[config.mk]
export PLATFORM = sky130hd
export DESIGN_NAME = wb_rr_arbiter
export DESIGN_NICKNAME = d
export VERILOG_FILES = /design/src/rtl/wb_rr_arbiter.sv
export SDC_FILE = /design/constraint.sdc
export NUM_CORES = 1
export LEC_CHECK = 0
export ABC_CLOCK_PERIOD_IN_PS = 2200
export CAP_MARGIN = 20
export CORE_AREA = 5 5 121 123
export CTS_CLUSTER_DIAMETER = 40
export DETAILED_ROUTE_END_ITERATION = 6
export DIE_AREA = 0 0 126 128
export HOLD_SLACK_MARGIN = 0.02
export PLACE_DENSITY = 0.53
export SLEW_MARGIN = 30
export SYNTH_ARGS = -nofsm -noshare
export SYNTH_HDL_FRONTEND = slang
export SYNTH_SLANG_ARGS = --single-unit
[constraint.sdc]
create_clock -name clk -period 2.2 [get_ports clk]
set_clock_uncertainty 0.15 [all_clocks]
set_input_delay 0.22 -clock clk [delete_from_list [all_inputs] [get_ports clk]]
set_output_delay 0.22 -clock clk [all_outputs]
set_load 0.03 [all_outputs]
[src/rtl/wb_rr_arbiter.sv]
// Two-master, one-slave classic Wishbone arbiter with round-robin grant,
// whole-burst ownership and a watchdog that turns a hung slave into ERR.
module wb_rr_arbiter #(
    parameter int AW      = 32,
    parameter int DW      = 32,
    parameter int TIMEOUT = 255
) (
    input  logic            clk,
    input  logic            reset,

    input  logic            m0_cyc,
    input  logic            m0_stb,
    input  logic            m0_we,
    input  logic [AW-1:0]   m0_adr,
    input  logic [DW-1:0]   m0_dat_w,
    input  logic [DW/8-1:0] m0_sel,
    output logic [DW-1:0]   m0_dat_r,
    output logic            m0_ack,
    output logic            m0_err,

    input  logic            m1_cyc,
    input  logic            m1_stb,
    input  logic            m1_we,
    input  logic [AW-1:0]   m1_adr,
    input  logic [DW-1:0]   m1_dat_w,
    input  logic [DW/8-1:0] m1_sel,
    output logic [DW-1:0]   m1_dat_r,
    output logic            m1_ack,
    output logic            m1_err,

    output logic            s_cyc,
    output logic            s_stb,
    output logic            s_we,
    output logic [AW-1:0]   s_adr,
    output logic [DW-1:0]   s_dat_w,
    output logic [DW/8-1:0] s_sel,
    input  logic [DW-1:0]   s_dat_r,
    input  logic            s_ack,
    input  logic            s_err,

    output logic [1:0]      grant
);

    localparam int WW = $clog2(TIMEOUT + 1);

    typedef enum logic [1:0] {
        IDLE = 2'd0,
        OWN0 = 2'd1,
        OWN1 = 2'd2
    } state_t;

    state_t          state;
    state_t          state_nxt;
    logic            last;
    logic            last_nxt;
    logic [WW-1:0]   wdog;
    logic [WW-1:0]   wdog_nxt;
    logic [1:0]      grant_nxt;
    logic            own0;
    logic            own1;
    logic            wdog_fire;

    // Ownership is masked by reset so nothing reaches either side while reset is held.
    assign own0 = reset && (state == OWN0);
    assign own1 = reset && (state == OWN1);

    always_comb begin
        s_cyc   = 1'b0;
        s_stb   = 1'b0;
        s_we    = 1'b0;
        s_adr   = '0;
        s_dat_w = '0;
        s_sel   = '0;
        if (own0) begin
            s_cyc   = m0_cyc;
            s_stb   = m0_stb;
            s_we    = m0_we;
            s_adr   = m0_adr;
            s_dat_w = m0_dat_w;
            s_sel   = m0_sel;
        end else if (own1) begin
            s_cyc   = m1_cyc;
            s_stb   = m1_stb;
            s_we    = m1_we;
            s_adr   = m1_adr;
            s_dat_w = m1_dat_w;
            s_sel   = m1_sel;
        end
    end

    // A slave ACK in the firing cycle takes precedence over the forced error.
    assign wdog_fire = s_stb && !s_ack && (wdog == WW'(TIMEOUT));

    assign m0_ack   = s_ack && own0;
    assign m1_ack   = s_ack && own1;
    assign m0_err   = (s_err || wdog_fire) && own0;
    assign m1_err   = (s_err || wdog_fire) && own1;
    assign m0_dat_r = own0 ? s_dat_r : '0;
    assign m1_dat_r = own1 ? s_dat_r : '0;

    always_comb begin
        state_nxt = state;
        last_nxt  = last;
        case (state)
            IDLE: begin
                if (m0_cyc && m1_cyc) begin
                    state_nxt = last ? OWN0 : OWN1;
                end else if (m0_cyc) begin
                    state_nxt = OWN0;
                end else if (m1_cyc) begin
                    state_nxt = OWN1;
                end
            end
            OWN0: begin
                if (!m0_cyc || wdog_fire) begin
                    state_nxt = IDLE;
                    last_nxt  = 1'b0;
                end
            end
            OWN1: begin
                if (!m1_cyc || wdog_fire) begin
                    state_nxt = IDLE;
                    last_nxt  = 1'b1;
                end
            end
            default: state_nxt = IDLE;
        endcase
        grant_nxt = {state_nxt == OWN1, state_nxt == OWN0};
    end

    always_comb begin
        wdog_nxt = wdog + WW'(1);
        if (!s_stb || s_ack || s_err || wdog_fire) begin
            wdog_nxt = '0;
        end
    end

    always_ff @(posedge clk) begin
        if (!reset) begin
            state <= IDLE;
            last  <= 1'b1;
            wdog  <= '0;
            grant <= 2'b00;
        end else begin
            state <= state_nxt;
            last  <= last_nxt;
            wdog  <= wdog_nxt;
            grant <= grant_nxt;
        end
    end

endmodule

* After elaboration in Yosys (flattened, before gate mapping) *
Index checks and enable logic that the tools add are counted.

storage, ports and cells
  register bits = 13
  bits in latches = 0
  bits in writable memories = 0
  memory bits (read-only) = 0
  bits of input ports = 178
  output and inout port bits = 141
  logic and storage cells = 60
  memories = 0

cells by class
  add/subtract/negate cells = 1
  multipliers = 0
  divide/modulo/power cells = 0
  $lt $le $gt $ge = 0
  equal/unequal tests = 7
  shift operators = 0
  muxes and demuxes = 24
  bitwise logic cells = 1
  reductions and logical operators = 23

operators by type and width
  cell                 number
  $mux 32              6
  $mux 2               6
  $logic_and 1x1->1    9
  $add 8x1->8 const B  1
  $eq 8x8->1 const B   1
  $mux 1               8
  $mux 4               2
  $logic_or 1x1->1     6
  $pmux 2 s3           1
  $eq 2x1->1 const B   2
  $eq 2x2->1 const B   2
  $logic_not 1->1      4
  $ne 2x1->1 const B   2
  $reduce_and 3->1     1
  $logic_not 2->1      1
  $pmux 1 s2           1
  $reduce_bool 2->1    1
  $reduce_or 2->1      1
  $not 1->1            1

* Depth between registers and ports, before layout *
Gate-level depths: netlist of run 1.

  depth after elaboration = 10
  gate-level depth with buffers = 8
  depth with buffers taken out = 7

* Worst setup path after synthesis of run 1 *
No wires, ideal clock.

  kind = reg-to-output
  start = reg state[1]
  end = out m0_err
  data arrival time = 1.766 ns
  data required time = 1.830 ns
  setup slack = 0.064 ns
  stages on the path, launching flop included = 8
  path buffers = 3
  cell sequence = dfxtp_1 inv_1 ha_1 buf_2 and2_1 buf_2 clkbuf_1 nor2b_1

between the ends
  word-level cells in the longest chain between the ends = 8
  elaborated cells between the ends (all ways) = 10
  classes of those cells = 2 x eq/ne; 2 x mux; 6 x reduce/logical

ends and longest elaborated chain
  element                          RTL line  source
  start: declaration               52        state_t state;
  start signal: assignment         145       state <= state_nxt;
  $eq 2x2->1                       65        assign own1 = reset && (state == OWN1);
  $logic_and 1x1->1                65
  $mux 1                           81        end else if (own1) begin
  $mux 1                           74        if (own0) begin
  $logic_and 1x1->1 (2 in series)  92        assign wdog_fire = s_stb && !s_ack && (wdog == WW'(TIMEOUT));
  $logic_or 1x1->1                 96        assign m0_err = (s_err || wdog_fire) && own0;
  $logic_and 1x1->1 *              96
  end: declaration                 19        output logic m0_err,

Every way passes the cells marked *; elsewhere a longest branch is shown, timed or not.

* Final worst setup path of run 1 *
  start = reg state[0]
  end = out s_sel[2]

between the ends
  word-level cells in the longest chain between the ends = 4
  elaborated cells between the ends (all ways) = 6
  classes of those cells = 2 x eq/ne; 2 x mux; 2 x reduce/logical

ends and longest elaborated chain
  element            RTL line  source
  $eq 2x2->1         65
  $logic_and 1x1->1  65
  $mux 4             81
  $mux 4 *           74
  end: declaration   36        output logic [DW/8-1:0] s_sel,

Marked as above.

==> results.txt, run 1 <==
Fill count - 1,356
Vias in the first global route - 3,268
Pre-Repair DR Iteration Count - 4
Synth area leader - a22o_1
Startpoint Class - register
CP arrival - 1770 ps
Post-route cell area - 5520 sq um
#FFs+latches synth - 13
Lkg Pwr - 2.63 nW
Worst path bufs/invs - 4
CP delay by family, top - buffers and inverters
Register area share after synthesis - 0.144
Critical path's largest stage delay - 410 ps
Clock sink total - 13
Layout area overhead - 204%
PD cells - 386 nW/um^2
Drt wl/cell - 19.2 um
CTS tree - yes
Largest net degree at the start of global routing - 69
Ys Warns - 0
Mapped Cells - 241
Post-synthesis async set-or-reset flop share - 0
Most used cell, CP - buf_12
H-Tree Depth - 1
Drt drc - 0
Row Count - 43
Core Footprint - 13,600 sq um
Final setup margin - 55.5 ps
Layout Nets - 738
Estimated wirelength of the detail-placed design - 10,400 um
Fin. Hold Viols - 0
Die Footprint - 16,100 sq um
Syn Nets - 424
Critical Path RT - 1830 ps
Area post-placement - 5060 sq um
Slowest CP cell - dfxtp_2
Avg Cell Area, Syn - 7.52 sq um
Clk pin slew, worst setup/hold paths - 50 ps
RSZ-0062 raised after global routing - no
Total wire length - 14,100 um
Max VDD drop - 0.462 mV
Root Driver - clkbuf_16
Routed Antenna Nets - 0
CTS Buf Count - 3
Pwr Total - 2.13 mW
Worst-Margin Slew - 350 ps
Width of the die - 126 um
Top_reg_cell synth - dfxtp_1
First-pass GRT wire length - 19,000 um
Final min period - 2140 ps
Final setup vio count - 0
GRT Overall Usage - 0.146
Slew HR - 0.767
Max cap viols - 0
GPL Wtd Cong - 0.888
I/O pins - 319
Starting Density - 0.134
Post-Syn Area - 1810 sq um
Detailed router's first-iteration violation count - 153
Fin crit share - 0.975
Setup TNS Final - 0 ps
Via count - 3,225
CP Capture Type - primary output
Antenna violations before repair - 0
Max Buffers Root-to-Sink - 2
Share of the synthesized area in the top cell type - 0.338
Post-synth EDFFs - 0
Synth area leaders - a22o_1, and3_1, dfxtp_1, clkbuf_1, ha_1
Layout cells sized above 1 - 0.336
M1 WL - 5450 um
Buffers on Ports - 318
Met2 wire len - 7350 um
Die Height - 128 um
Crit Path Class - register to primary output
Status - completed
Yosys cell types - 30
Gr ovfl total - 0
Antenna cells - 0
Final slew viol count - 0
Drt via density - 4.39
Worst path cell trace - inv_2, ha_4, nand2_2, nor2_4, buf_12, clkbuf_16, a22o_4, buf_12
Fmax - 466 MHz
Max Used Layer - met4
Hold crit path type - register to register
Crit-path max FO - 17
Clock Latency Late Sink - 240 ps
Met3 Wirelength - 1180 um
Dpl ws - 77.5 ps
[final timing paths]
kind | cells after the start | endpoint | slack (ps) | start
max | 8 | s_sel[2] | 60 | state[0]$_SDFF_PN0_
min | 1 | wdog[0]$_SDFF_PP0_ | 340 | wdog[0]$_SDFF_PP0_
max reg2reg | 8 | grant[0]$_SDFF_PN0_ | 270 | state[1]$_SDFF_PN0_
min reg2reg | 1 | wdog[0]$_SDFF_PP0_ | 340 | wdog[0]$_SDFF_PP0_
[sequential cells by signal, indices dropped and copies added, names as in the netlist]
signal	cells
wdog	8
grant	2
state	2
last	1
[power breakdown]
part | internal (mW) | switching [mW] | total, mW
Clock | 0.244 | 0.0988 | 0.343
Sequential | 0.252 | 0.0143 | 0.267
Combinational | 0.783 | 0.737 | 1.52
[synthesized netlist by cell type (all sizes together), types with 2 or more instances]
cell type,n
clkbuf,26
nor2b,2
dfxtp,13
ha,5
nor2,14
a21oi,2
a22oi,3
nor3b,2
inv,5
and3,67
a22o,70
xor2,5
o21ai,3
nand3,3
and4,2
nand2,7
buf,4
[layout make-up]
| cell class | instances | area [sq um] | share of cell area |
|---|---|---|---|
| Multi-Input combinational cell | 194 | 1510 | 0.274 |
| Timing Repair Buffer | 338 | 3420 | 0.619 |
| Inverter | 5 | 18.8 | 0.00340 |
| Sequential cell | 13 | 265 | 0.0481 |
| Clock buffer | 4 | 78.8 | 0.0143 |
| Tap cell | 180 | 225 | 0.0408 |
[stage by stage]
| step | std cells | hold WS (ps) | util |
|---|---|---|---|
| after global routing | 734 | 355 | 0.407 |
| final | 734 | 337 | 0.407 |
| after CTS | 726 | 338 | 0.392 |
| after floorplan | 241 | 289 | - |
| after global placement | 717 | 322 | 0.373 |
| after detailed placement | 717 | 327 | 0.373 |
[worst register-to-register path, stage by stage (launching register included)]
cell and delay, ps:
dfxtp_4 370, inv_2 60, ha_4 170, buf_6 130, buf_6 160, a22oi_1 240, a21oi_2 100, a22oi_2 260
nor3b_2 210
[per-layer routing]
| metal | vias up | track usage |
|---|---|---|
| li1 | 1560 | - |
| met1 | 1485 | 0.166 |
| met2 | 170 | 0.278 |
| met3 | 10 | 0.0429 |
| met4 | 0 | 0.0132 |
| met5 | - | 0 |
[cells in the final DEF (no fill, tap or decap), drive strengths merged]
cell type      instances
nor3b                  2
o21ai                  3
nand4                  1
nand2b                 1
a22o                  70
a22oi                  3
buf                  154
and3                  67
inv                    5
nor2b                  2
and4                   2
a21oi                  2
nand3b                 1
nor3                   1
nor2                  14
a211oi                 1
dlymetal6s2s           1
and2                   2
xnor2                  1
dfxtp                 13
clkdlybuf4s50        178
clkbuf                 9
nand3                  3
nand2                  7
o211ai                 1
xor2                   5
ha                     5
[logic make-up (layout without fill, tap and decap cells)]
group / count (synthesis) / count (layout) / share of synthesized area
AND/OR/NAND/NOR: 102 / 103 / 0.329
buffers and inverters: 35 / 347 / 0.0766
XOR/XNOR: 6 / 6 / 0.0290
AO/OA/AOI/OAI: 80 / 80 / 0.387
flip-flops: 13 / 13 / 0.144
adder cells (fa/ha/maj): 5 / 5 / 0.0345
[timing repair]
item | CTS | global route
buffers inserted | 2 | 0
endpoints found under the hold margin | 0 | 0
resized for setup | 18 | 12
pin swaps | 1 | 3
cloned | 3 | 8
setup endpoints to repair | 73 | 69
hold buffers | 0 | 0
No activity file was read; power rests on OpenSTA's default activity.
==> run 2, diff against run 1 <==
--- a/config.mk
+++ b/config.mk
@@ -5,14 +5,15 @@
 export SDC_FILE = /design/constraint.sdc
 export NUM_CORES = 1
 export LEC_CHECK = 0
+export ABC_AREA = 1
 export ABC_CLOCK_PERIOD_IN_PS = 2200
 export CAP_MARGIN = 20
-export CORE_AREA = 5 5 121 123
+export CORE_AREA = 5 5 120 122
 export CTS_CLUSTER_DIAMETER = 40
 export DETAILED_ROUTE_END_ITERATION = 6
-export DIE_AREA = 0 0 126 128
+export DIE_AREA = 0 0 125 127
 export HOLD_SLACK_MARGIN = 0.02
-export PLACE_DENSITY = 0.53
+export PLACE_DENSITY = 0.56
 export SLEW_MARGIN = 30
 export SYNTH_ARGS = -nofsm -noshare
 export SYNTH_HDL_FRONTEND = slang
==> results.txt, run 2 <==
Status - completed
Final min period - 2110 ps
Clock sink total - 13
Layout Nets - 928
Synth area leader - nand2_1
Crit path launch - state[0]$_SDFF_PN0_
GPL Wtd Cong - 0.808
RSZ-0062 raised after global routing - no
Top reg by flops - wdog
Drt wl/cell - 14.9 um
Ys Warns - 0
Detailed router's first-iteration violation count - 148
Most frequent cells in the layout - clkdlybuf4s50_1, nand2_1, buf_4
Slowest CP cell - dfxtp_1
Final setup vio count - 0
Starting Density - 0.159
Clock Latency Late Sink - 240 ps
Dominant cell by count in the synthesized netlist - nand2_1
First-pass GRT wire length - 20,100 um
Post-Syn Area - 2080 sq um
Fmax - 474 MHz
Largest regs - wdog: 8 flops, grant: 2 flops, state: 2 flops
Row Count - 42
Startpoint Class - register
Mapped Cells - 433
Yosys cell types - 23
Worst r2r src - state[0]$_SDFF_PN0_
Root Driver - clkbuf_16
Antenna violations before repair - 0
Top_reg_cell synth - dfxtp_1
Layout cells sized above 1 - 0.234
Slew HR - 0.797
Crit path capture - s_dat_w[5]
I/O pins - 319
Clk pin slew, worst setup/hold paths - 40 ps
CP Capture Type - primary output
R2R depth - 12
Synth area leaders - nand2_1, o21ai_0, nor2_1, dfxtp_1, inv_1
Max VDD drop - 0.207 mV
Hold crit path type - register to register
Width of the die - 125 um
Share of the synthesized area in the top cell type - 0.283
CTS tree - yes
Max Buffers Root-to-Sink - 2
Commonest non-fill, non-tap cell in the layout - clkdlybuf4s50_1
Fin crit share - 0.958
Final slew viol count - 0
Buffers on Ports - 318
Core Footprint - 13,100 sq um
Max cap viols - 0
Top cells by count, synth - nand2_1, nor2_1, o21ai_0
Layout area overhead - 157%
RR Endpoint - grant[0]$_SDFF_PN0_
Gr ovfl total - 0
Post-synth EDFFs - 0
Drt drc - 0
Vias in the first global route - 3,753
Worst hold slack - 291 ps
Antenna cells - 0
Post-synthesis async set-or-reset flop share - 0
GRT Overall Usage - 0.155
Fin. Hold Viols - 0
PD cells - 335 nW/um^2
Setup TNS Final - 0 ps
Largest net degree at the start of global routing - 60
Avg Cell Area, Syn - 4.81 sq um
Max FFs per register - 8
Drt via density - 4.03
Via count - 3,705
Crit-path max FO - 59
#FFs+latches synth - 13
Worst-Margin Slew - 304 ps
Register area share after synthesis - 0.125
Die Height - 127 um
Critical Path RT - 1830 ps
Lkg Pwr - 2.68 nW
CTS Buf Count - 3
Worst path cell trace - inv_1, ha_1, nand2_2, buf_12, o21ai_0, buf_4
Routed Antenna Nets - 0
Crit Path Class - register to primary output
Pre-Repair DR Iteration Count - 4
Syn Nets - 616
Die Footprint - 15,900 sq um
Estimated wirelength of the detail-placed design - 11,500 um
Critical path's largest stage delay - 390 ps
Setup slack, reg-to-reg - 370 ps
Total wire length - 13,700 um
H-Tree Depth - 1
CP arrival - 1740 ps
==> run 2: routing by layer <==
layer,part of all wire,GRT usage
met4,0.0091,0.0172
met5,0,0
met2,0.57,0.317
met3,0.058,0.0392
met1,0.36,0.162
==> run 2: critical path, delay by kind of cell, from the launching register on <==
family          cells  cell delay, ps
simple gates        1             130
flops               1             390
fa+ha+maj           1             240
buf+inv             3             540
compound gates      1             170
==> run 2: layout make-up <==
class	instances	area, sq um
Multi-Input combinational cell	339	1510
Timing Repair Buffer	335	3090
Fill cell	1368	7730
Tap cell	176	220
Sequential cell	13	262
Inverter	53	199
Clock buffer	4	78.8
==> run 2: metrics by stage <==
step,total power [mW],area [sq um],worst slack [ps],instances,util
floorplan,0.787,2080,38.1,433,-
finish,1.79,5360,92.2,920,0.410
detailed placement,1.42,5200,174,911,0.397
global route,1.90,5360,2.39,920,0.410
CTS,1.79,5320,8.69,916,0.406
global placement,1.41,5200,175,911,0.397
==> run 2: cells by family after synthesis <==
group	count (synthesis)	synth area share
AO/OA/AOI/OAI	78	0.189
XOR/XNOR	1	0.00420
adder cells (fa/ha/maj)	5	0.0300
buffers and inverters	81	0.152
flip-flops	13	0.125
AND/OR/NAND/NOR	255	0.500
==> run 2: worst min path at each step <==
stage,startpoint,end,slack (ps),cells after the start
after floorplan,reset,last$_SDFFE_PN1P_,150,1
after global placement,wdog[0]$_SDFF_PP0_,wdog[0]$_SDFF_PP0_,280,1
after detailed placement,wdog[0]$_SDFF_PP0_,wdog[0]$_SDFF_PP0_,290,1
after CTS,wdog[0]$_SDFF_PP0_,wdog[0]$_SDFF_PP0_,300,1
after global routing,wdog[0]$_SDFF_PP0_,wdog[0]$_SDFF_PP0_,300,1
final,wdog[0]$_SDFF_PP0_,wdog[0]$_SDFF_PP0_,290,1
==> run 2: repair_timing <==
item	in CTS	in global routing
cloned	1	0
resized for setup	3	19
hold buffers	0	0
buffers inserted	0	4
endpoints found under the setup margin	16	55
==> run 2: power breakdown <==
part	switching [mW]	total (mW)	internal [mW]
Sequential	0.00736	0.256	0.248
Clock	0.0971	0.341	0.244
Combinational	0.616	1.20	0.580
Total	0.720	1.79	1.07
==> run 3, diff against run 2 <==
--- a/config.mk
+++ b/config.mk
@@ -14,6 +14,7 @@
 export DIE_AREA = 0 0 125 127
 export HOLD_SLACK_MARGIN = 0.02
 export PLACE_DENSITY = 0.56
+export SKIP_CTS_REPAIR_TIMING = 1
 export SLEW_MARGIN = 30
 export SYNTH_ARGS = -nofsm -noshare
 export SYNTH_HDL_FRONTEND = slang
==> results.txt, run 3 (synthesis results as in run 2) <==
Dpl ws - 174 ps
Vias in the first global route - 3,741
Total wire length - 13,700 um
Worst path bufs/invs - 5
First-pass GRT wire length - 19,800 um
Critical path's largest stage delay - 350 ps
Net load switching power - 0.717 mW
Buffers on Ports - 318
Max FFs per register - 8
Max Buffers Root-to-Sink - 2
Crit path capture - s_dat_w[6]
Slowest CP cell - dfxtp_2
CP arrival - 1740 ps
Root Driver - clkbuf_16
Hold crit path type - register to register
Fmax - 474 MHz
Most used cell, CP - buf_4
Setup slack, reg-to-reg - 360 ps
Placed insts - 911
Largest net degree at the start of global routing - 60
Crit path launch - state[1]$_SDFF_PN0_
Logic pwr share - 0.664
Die Footprint - 15,900 sq um
Levels on crit path - 8
Switching share of power - 0.404
CTS tree - yes
RSZ-0062 raised after global routing - no
Status - completed
Pwr Total - 1.77 mW
Detailed router's first-iteration violation count - 128
Max cap viols - 0
Worst r2r src - state[0]$_SDFF_PN0_
Startpoint Class - register
CP delay by family, top - buffers and inverters
I/O pins - 319
Most frequent cells in the layout - clkdlybuf4s50_1, nand2_1, buf_4
H-Tree Depth - 1
Flop pwr share - 0.144
GRT Overall Usage - 0.152
Final slew viol count - 0
Clock Latency Late Sink - 240 ps
Worst path cell trace - inv_1, ha_2, inv_4, buf_12, buf_4, nand2_1, o21ai_0, buf_4
Fin crit share - 0.959
Critical Path RT - 1830 ps
Antenna violations before repair - 0
Final setup vio count - 0
Drt wl/cell - 14.9 um
Util after Layout - 0.407
Commonest non-fill, non-tap cell in the layout - clkdlybuf4s50_1
Max VDD drop - 0.207 mV
Lkg Pwr - 2.66 nW
Estimated wirelength of the detail-placed design - 11,500 um
PD cells - 333 nW/um^2
Fin. Hold Viols - 0
Clock sink total - 13
Top reg by flops - wdog
Internal - 1.06 mW
Antenna cells - 0
RR Endpoint - wdog[7]$_SDFF_PP0_
Area post-placement - 5200 sq um
CP Capture Type - primary output
Width of the die - 125 um
Crit-path max FO - 15
Final cell count without fillers - 916
Worst-Margin Slew - 304 ps
Via count - 3,666
Final setup margin - 89.4 ps
GPL Wtd Cong - 0.808
Starting Density - 0.159
Gr ovfl total - 0
Slew HR - 0.797
Row Count - 42
Largest regs - wdog: 8 flops, grant: 2 flops, state: 2 flops
Post-route cell area - 5320 sq um
R2R depth - 10
Pre-Repair DR Iteration Count - 4
Layout cells sized above 1 - 0.230
Crit Path Class - register to primary output
Drt via density - 4.00
CTS Buf Count - 3
Routed Antenna Nets - 0
Drt drc - 0
Final min period - 2110 ps
Clk pwr share - 0.192
Layout area overhead - 155%
Layout Nets - 924
Die Height - 127 um
Clk pin slew, worst setup/hold paths - 40 ps
Core Footprint - 13,100 sq um
-- run 3: routing by layer --
metal,track usage,part of all wire
met1,0.159,0.36
met2,0.313,0.57
met5,0,0
met3,0.0392,0.058
met4,0.0172,0.0091
-- run 3: area by class of cell --
type,count,area [sq um]
fill,1364,7760
timing repair buffer,331,3050
multi-input combinational,339,1510
sequential,13,262
tap,176,220
inverter,53,201
clock buffer,4,78.8
-- run 3: power groups by stage --
| stage | Sequential [mW] | Combinational [mW] | Clock, mW |
|---|---|---|---|
| after global placement | 0.259 | 1.15 | 0 |
| after floorplan | 0.266 | 0.521 | 0 |
| after global routing | 0.257 | 1.26 | 0.355 |
| after CTS | 0.255 | 1.17 | 0.344 |
| final | 0.256 | 1.18 | 0.340 |
| after detailed placement | 0.260 | 1.16 | 0 |
-- run 3: worst min-delay path by stage --
stage | start | to | slack (ps) | cells after the start
after floorplan | reset | last$_SDFFE_PN1P_ | 150 | 1
after global placement | wdog[0]$_SDFF_PP0_ | wdog[0]$_SDFF_PP0_ | 280 | 1
after detailed placement | wdog[0]$_SDFF_PP0_ | wdog[0]$_SDFF_PP0_ | 290 | 1
after CTS | wdog[0]$_SDFF_PP0_ | wdog[0]$_SDFF_PP0_ | 300 | 1
after global routing | wdog[0]$_SDFF_PP0_ | wdog[0]$_SDFF_PP0_ | 300 | 1
final | wdog[0]$_SDFF_PP0_ | wdog[0]$_SDFF_PP0_ | 290 | 1
-- run 3: stage by stage --
step | setup TNS [ps] | hold WS, ps
6_report | 0 | 291
5_1_grt | 0 | 304
4_1_cts | -522 | 297
3_5_place_dp | 0 | 288
3_3_place_gp | 0 | 277
2_1_floorplan | 0 | 154
